<file path="src/rtl/scan_chain_ctrl.sv">
// scan_chain_ctrl
//   Sequencer for one SDFFS scan chain: serially loads PAT_IN (MSB first),
//   issues a single functional capture clock, then unloads the chain into RESP.
//
// Ports
//   CK      clock, all state changes on the rising edge
//   RST     asynchronous active-high reset
//   START   begin a load/capture/unload sequence (honoured in IDLE only)
//   ABORT   synchronous abort back to IDLE from any non-IDLE state
//   PRESET  in IDLE, pulse the chain set line SN low for one cycle
//   PAT_IN  pattern to load, captured on the edge that accepts START
//   SO      scan-out of the last chain flop
//   SE      scan enable to the chain
//   SI      scan-in to the first chain flop
//   SN      active-low set to the chain
//   RESP    unloaded response, RESP[j] lines up with PAT_IN[j]
//   BUSY    high during LOAD, CAPTURE and UNLOAD
//   DONE    one-cycle completion pulse
module scan_chain_ctrl #(
  parameter int CHAIN_LEN = 8,
  parameter int CW        = $clog2(CHAIN_LEN)
) (
  input  logic                 CK,
  input  logic                 RST,
  input  logic                 START,
  input  logic                 ABORT,
  input  logic                 PRESET,
  input  logic [CHAIN_LEN-1:0] PAT_IN,
  input  logic                 SO,
  output logic                 SE,
  output logic                 SI,
  output logic                 SN,
  output logic [CHAIN_LEN-1:0] RESP,
  output logic                 BUSY,
  output logic                 DONE
);

  typedef enum logic [2:0] {
    ST_IDLE,
    ST_LOAD,
    ST_CAPTURE,
    ST_UNLOAD,
    ST_DONE
  } state_t;

  localparam logic [CW-1:0] LAST_CNT = CW'(CHAIN_LEN - 1);

  state_t                 state_q, state_d;
  logic [CW-1:0]          cnt_q, cnt_d;
  logic [CHAIN_LEN-1:0]   pat_q, pat_d;
  logic [CHAIN_LEN-1:0]   resp_q, resp_d;
  logic                   se_q, se_d;
  logic                   si_q, si_d;
  logic                   sn_q, sn_d;
  logic                   busy_q, busy_d;
  logic                   done_q, done_d;

  // Outputs are registered and describe the cycle being entered, so each
  // branch below sets the values that must appear right after this edge.
  always_comb begin
    state_d = state_q;
    cnt_d   = cnt_q;
    pat_d   = pat_q;
    resp_d  = resp_q;
    se_d    = 1'b0;
    si_d    = 1'b0;
    sn_d    = 1'b1;
    busy_d  = 1'b0;
    done_d  = 1'b0;

    case (state_q)
      ST_IDLE: begin
        if (START && !ABORT) begin
          // First bit goes straight onto SI; the register keeps the rest.
          si_d    = PAT_IN[CHAIN_LEN-1];
          pat_d   = {PAT_IN[CHAIN_LEN-2:0], 1'b0};
          se_d    = 1'b1;
          busy_d  = 1'b1;
          cnt_d   = '0;
          state_d = ST_LOAD;
        end else if (PRESET) begin
          sn_d = 1'b0;
        end
      end

      ST_LOAD: begin
        busy_d = 1'b1;
        cnt_d  = cnt_q + CW'(1);
        if (cnt_q == LAST_CNT) begin
          // Last shift edge: next cycle is the capture with SE=0, SI=0.
          state_d = ST_CAPTURE;
        end else begin
          se_d  = 1'b1;
          si_d  = pat_q[CHAIN_LEN-1];
          pat_d = {pat_q[CHAIN_LEN-2:0], 1'b0};
        end
      end

      ST_CAPTURE: begin
        busy_d  = 1'b1;
        se_d    = 1'b1;
        cnt_d   = '0;
        state_d = ST_UNLOAD;
      end

      ST_UNLOAD: begin
        // SO is sampled on the same edge that shifts the chain.
        resp_d = {resp_q[CHAIN_LEN-2:0], SO};
        cnt_d  = cnt_q + CW'(1);
        if (cnt_q == LAST_CNT) begin
          done_d  = 1'b1;
          state_d = ST_DONE;
        end else begin
          se_d   = 1'b1;
          busy_d = 1'b1;
        end
      end

      ST_DONE: begin
        state_d = ST_IDLE;
      end

      default: begin
        state_d = ST_IDLE;
      end
    endcase

    // Abort overrides every active state; RESP keeps whatever it has so far.
    if (ABORT && (state_q != ST_IDLE)) begin
      state_d = ST_IDLE;
      cnt_d   = '0;
      pat_d   = pat_q;
      resp_d  = resp_q;
      se_d    = 1'b0;
      si_d    = 1'b0;
      sn_d    = 1'b1;
      busy_d  = 1'b0;
      done_d  = 1'b0;
    end
  end

  always_ff @(posedge CK or posedge RST) begin
    if (RST) begin
      state_q <= ST_IDLE;
      cnt_q   <= '0;
      pat_q   <= '0;
      resp_q  <= '0;
      se_q    <= 1'b0;
      si_q    <= 1'b0;
      sn_q    <= 1'b1;
      busy_q  <= 1'b0;
      done_q  <= 1'b0;
    end else begin
      state_q <= state_d;
      cnt_q   <= cnt_d;
      pat_q   <= pat_d;
      resp_q  <= resp_d;
      se_q    <= se_d;
      si_q    <= si_d;
      sn_q    <= sn_d;
      busy_q  <= busy_d;
      done_q  <= done_d;
    end
  end

  assign SE   = se_q;
  assign SI   = si_q;
  assign SN   = sn_q;
  assign RESP = resp_q;
  assign BUSY = busy_q;
  assign DONE = done_q;

endmodule
</file>
<file path="config.mk">
export PLATFORM = sky130hd
export DESIGN_NAME = scan_chain_ctrl
export DESIGN_NICKNAME = d
export VERILOG_FILES = /design/src/rtl/scan_chain_ctrl.sv
export SDC_FILE = /design/constraint.sdc
export NUM_CORES = 1
export LEC_CHECK = 0
export CAP_MARGIN = 0
export CORE_MARGIN = 4
export CORE_UTILIZATION = 48
export CTS_CLUSTER_DIAMETER = 120
export DETAILED_ROUTE_END_ITERATION = 12
export PLACE_DENSITY = 0.86
export SLEW_MARGIN = 20
export SYNTH_ARGS = -nofsm -noshare
export SYNTH_HDL_FRONTEND = slang
export SYNTH_SLANG_ARGS = --single-unit
</file>
<file path="constraint.sdc">
create_clock -name CK -period 2.1 [get_ports CK]
set_input_delay 0.42 -clock CK [delete_from_list [all_inputs] [get_ports CK]]
set_output_delay 0.42 -clock CK [all_outputs]
set_load 0.02 [all_outputs]
</file>
# == After elaboration in Yosys (flattened, before gate mapping) ==
# Index checks and enable logic that the tools add are counted.
# W data, S select, Z words.
# totals
ff_bits,27
out_inout_bits,13
word_cells,61
# op_classes
add_sub_neg,1
eq_ne,9
mux,28
n_bitwise,1
n_reduce_logical,13
# ops
cell,count
$mux W3,6
$mux W8,2
$pmux W8 S2,1
$mux W1,14
$pmux W3 S4,1
$ne A3 B3 Y1 const B,3
$pmux W3 S3,1
$eq A3 B2 Y1 const B,2
$pmux W1 S3,2
$ne A2 B2 Y1 const B,2
$reduce_and A2 Y1,2
$reduce_and A4 Y1,1
$reduce_bool A4 Y1,1
$reduce_or A2 Y1,2
$add A3 B1 Y3 const B,1
$eq A3 B1 Y1 const B,1
$eq A3 B3 Y1 const B,1
$logic_not A3 Y1,1
$reduce_and A3 Y1,1
$reduce_bool A3 Y1,1
$logic_and A1 B1 Y1,2
$pmux W1 S2,1
$reduce_bool A2 Y1,1
$logic_not A1 Y1,1
$not A1 Y1,1

# == Longest topological paths before layout ==
# depth
word_depth,5
mapped_depth,5

# == Least setup slack after synthesis ==
# Ideal clock, no wire load.
# synth_path
path_type,register to register
startpoint,register cnt_q[0]
endpoint,register pat_q[1]
setup_ps,125
arrival_ps,1753
t_required_ps,1975
setup_slack_ps,222
path_stages_with_launch,6
period_less_slack_ps,1878
path_cell_list,dfrtp_1 > ha_1 > ha_1 > nand2b_4 > a2111oi_4 > mux2_2
# synth_between
elab_chain_len,3
# synth_lines
element,line_no,text
"start, declared",49,"logic [CW-1:0] cnt_q, cnt_d;"
"start signal, assigned",155,cnt_q <= cnt_d;
$eq A3 B3 Y1,89,if (cnt_q == LAST_CNT) begin
$ne A2 B2 Y1 (no line),-,
$reduce_and A4 Y1 (no line),-,
"end signal, assigned",156,pat_q <= pat_d;
"end, declared",50,"logic [CHAIN_LEN-1:0] pat_q, pat_d;"
# Every way passes these cells.
# A chain may end at the register's enable or synchronous reset.

# == Final worst setup path ==
# layout_path
startpoint,register cnt_q[0]
endpoint,register pat_q[6]
# The elaborated chain is that of the path after synthesis.

==> impl_metrics.toml <==
[die]
die_area_mm2 = 0.00334
ios = 27
die_x_um = 57.8
initial_core_util_pct = 52.3
rows = 17
core_mm2 = 0.00228
chipHeight_um = 57.8

[synth]
synth_area_leader_cell = "dfrtp_1"
ys.flop_type = "dfrtp_1"
synth_nets = 106
yosys_warnings = 0
ys_ff_latch = 26
yosysMostFrequentCell = "dfrtp_1"
synthCells = 89
synth.distinct_cells = 30
netlist_area_mm2 = 0.00119
synth_common_cells = "dfrtp_1, mux2_2, nor2_1"
synth-edff-count = 0
avgSynthCellArea_um2 = 13.4
synth_top_area_share_pct = 52.5
synthArstFlopShare_pct = 100
synth_seq_area_share_pct = 54.7
yosys-top-cells-area = "dfrtp_1, mux2_2, ha_1, a2111oi_4, dfstp_2"

[power_and_ir_drop]
power_frac_comb_pct = 17.5
ir_drop_uv = 607
p_int_w = 0.000726
p_per_area_mw_per_mm2 = 629
swShare_pct = 24.1
power_leakage_nw = 0.690
switching_power_w = 0.000230
pwr-share-seq_pct = 60.1
pwr-share-clk_pct = 22.4

[clock_network]
cts_sinks = 26
cts_made_buffers = 3
htreeDepth = 1
hold_buffers = 0
cts_root_buf = "clkbuf_4"
cts_setup_buffers = 0
clk_pin_slew_worst_paths_ns = 0.13
cts_resized = 0
insertion_delay_ns = 0.32
clock_path_buffers = 2
cts_tree = "done"

[routing]
vias = 810
wirelength_um = 2110
via_per_inst = 5.55
ant_nets = 0
routedWlPerCell_um = 14.4
drt_iter0_drc = 11
drtPass1Iterations = 4
drc = 0

[sta]
worstMarginPinSlew_ns = 0.403
period_minus_slack_ns = 1.93
finalHoldViolCount = 0
fin_crit_sh_pct = 92.1
clock.fmax_mhz = 517
rsz0062_at_grt = "false"
setup_viol = 0
timing.final.ws_setup_ns = 0.165
slew_viol_final = 0
worst_slew_margin_rel_pct = 72.4
setup_tns_ns = 0
clock_skew_ns = 0.00642

[run_status]
outcome = "completed"

[global_routing]
antenna_found_initial = 0
grt_pass1_wl_um = 3760
grt_pass1_vias = 829
overflow = 0
grt_max_degree = 27
track_usage_pct = 14.6

[layout]
area_delta_synth_final_pct = 27.6
diodes = 0
layout-drive-gt1-share_pct = 25.4
fillers = 173
layout.nets = 136

[worst_setup_path]
path_class = "register to register"
cp-start-kind = "register"
end_kind = "register"
crit_path_max_fanout = 7
rr_startpoint = "cnt_q[0]$_DFFE_PP0P_"
cp_data_arrival_time_ns = 2.16
critPathLaunch = "cnt_q[0]$_DFFE_PP0P_"
cp.required_ns = 2.32

[run]
cap_violations = 0

[placed_design]
dp_hpwl_um = 1590
post-place-ws_ns = 0.0957
io_buffers = 26
gp_congestion = 0.767

[worst_hold_path]
hold_path_class = "input pin to asynchronous set/reset pin"
worst max-delay path, cell delays in order, from the launching register on:
cell,delay [ns]
dfrtp_1,0.42
ha_1,0.23
ha_1,0.22
nand2b_4,0.16
a2111oi_4,0.27
buf_4,0.20
mux2_2,0.34
routing by layer:
metal  vias to the layer above  track usage [%]  part of all wire [%]
met5                         -                0                     0
met4                         0             7.95                   2.3
met3                         5             3.56                   5.5
met2                        21             23.2                    50
met1                       406             18.2                    42
li1                        378                -                     -
logic make-up after synthesis:
| family | after synthesis | share of synthesized area, % |
|---|---|---|
| adder cells (fa/ha/maj) | 3 | 3.15 |
| AO/OA/AOI/OAI | 8 | 7.04 |
| multiplexers | 21 | 19.9 |
| XOR/XNOR | 1 | 0.735 |
| AND/OR/NAND/NOR | 23 | 11.7 |
| flip-flops | 26 | 54.7 |
| buffers and inverters | 7 | 2.84 |
layout by cell type, fill, tap and decap left out, drive strengths merged, types with 2 or more instances in the layout:
cell,Yosys,routed
a2111oi,2,2
and2,2,2
and3,2,2
buf,4,5
clkbuf,2,4
clkdlybuf4s50,0,26
dfrtp,25,25
ha,3,3
mux2,21,21
nand2,3,3
nand2b,3,3
nand3b,2,2
nor2,4,4
nor3,2,2
nor4,2,2
state kept, by name, summed over array words and instances (netlist names):
name,cells
cnt_q,3
pat_q,7
RESP,8
DONE,1
SN,1
state_q,3
SE,1
BUSY,1
SI,1
path summary, 6_finish.rpt:
kind | to | slack [ns] | depth (start not counted)
worst max-delay path | pat_q[6]$_DFFE_PP0P_ | 0.17 | 6
worst min-delay path | pat_q[3]$_DFFE_PP0P_ | 0.42 | 3
worst max register to register | pat_q[6]$_DFFE_PP0P_ | 0.17 | 6
worst min register to register | RESP[7]$_DFFE_PP0P_ | 0.52 | 1
max in group asynchronous | SN$_DFF_PP1_ | 1.38 | 3
min in group CK | RESP[7]$_DFFE_PP0P_ | 0.52 | 1
metrics by stage:
| stage | instance area (µm²) | hold slack, ns | power, W | utilization [%] | cells |
|---|---|---|---|---|---|
| 2_1_floorplan | 1190 | 0.459 | 0.000686 | - | 89 |
| 3_3_place_gp | 1490 | 0.470 | 0.000743 | 65.6 | 142 |
| 3_5_place_dp | 1490 | 0.491 | 0.000755 | 65.6 | 142 |
| 4_1_cts | 1520 | 0.426 | 0.000970 | 66.8 | 146 |
| 5_1_grt | 1520 | 0.458 | 0.00101 | 66.8 | 146 |
| 6_report | 1520 | 0.422 | 0.000956 | 66.8 | 146 |
power groups by stage:
stage	registers (W)	clock network, W	logic [W]
floorplan	0.000585	0	0.000101
global placement	0.000581	0	0.000162
detailed placement	0.000585	0	0.000170
CTS	0.000575	0.000224	0.000171
global route	0.000581	0.000249	0.000183
finish	0.000575	0.000214	0.000168
layout make-up:
type	instances	area, µm²	share of cell area, %
clock buffers	4	26.3	1.73
inverters	1	3.75	0.247
repair buffers	31	298	19.6
flip-flops and latches	26	652	42.9
multi-input cells	56	505	33.3
well taps	28	35.0	2.30
(Power assumes the default switching activity.)
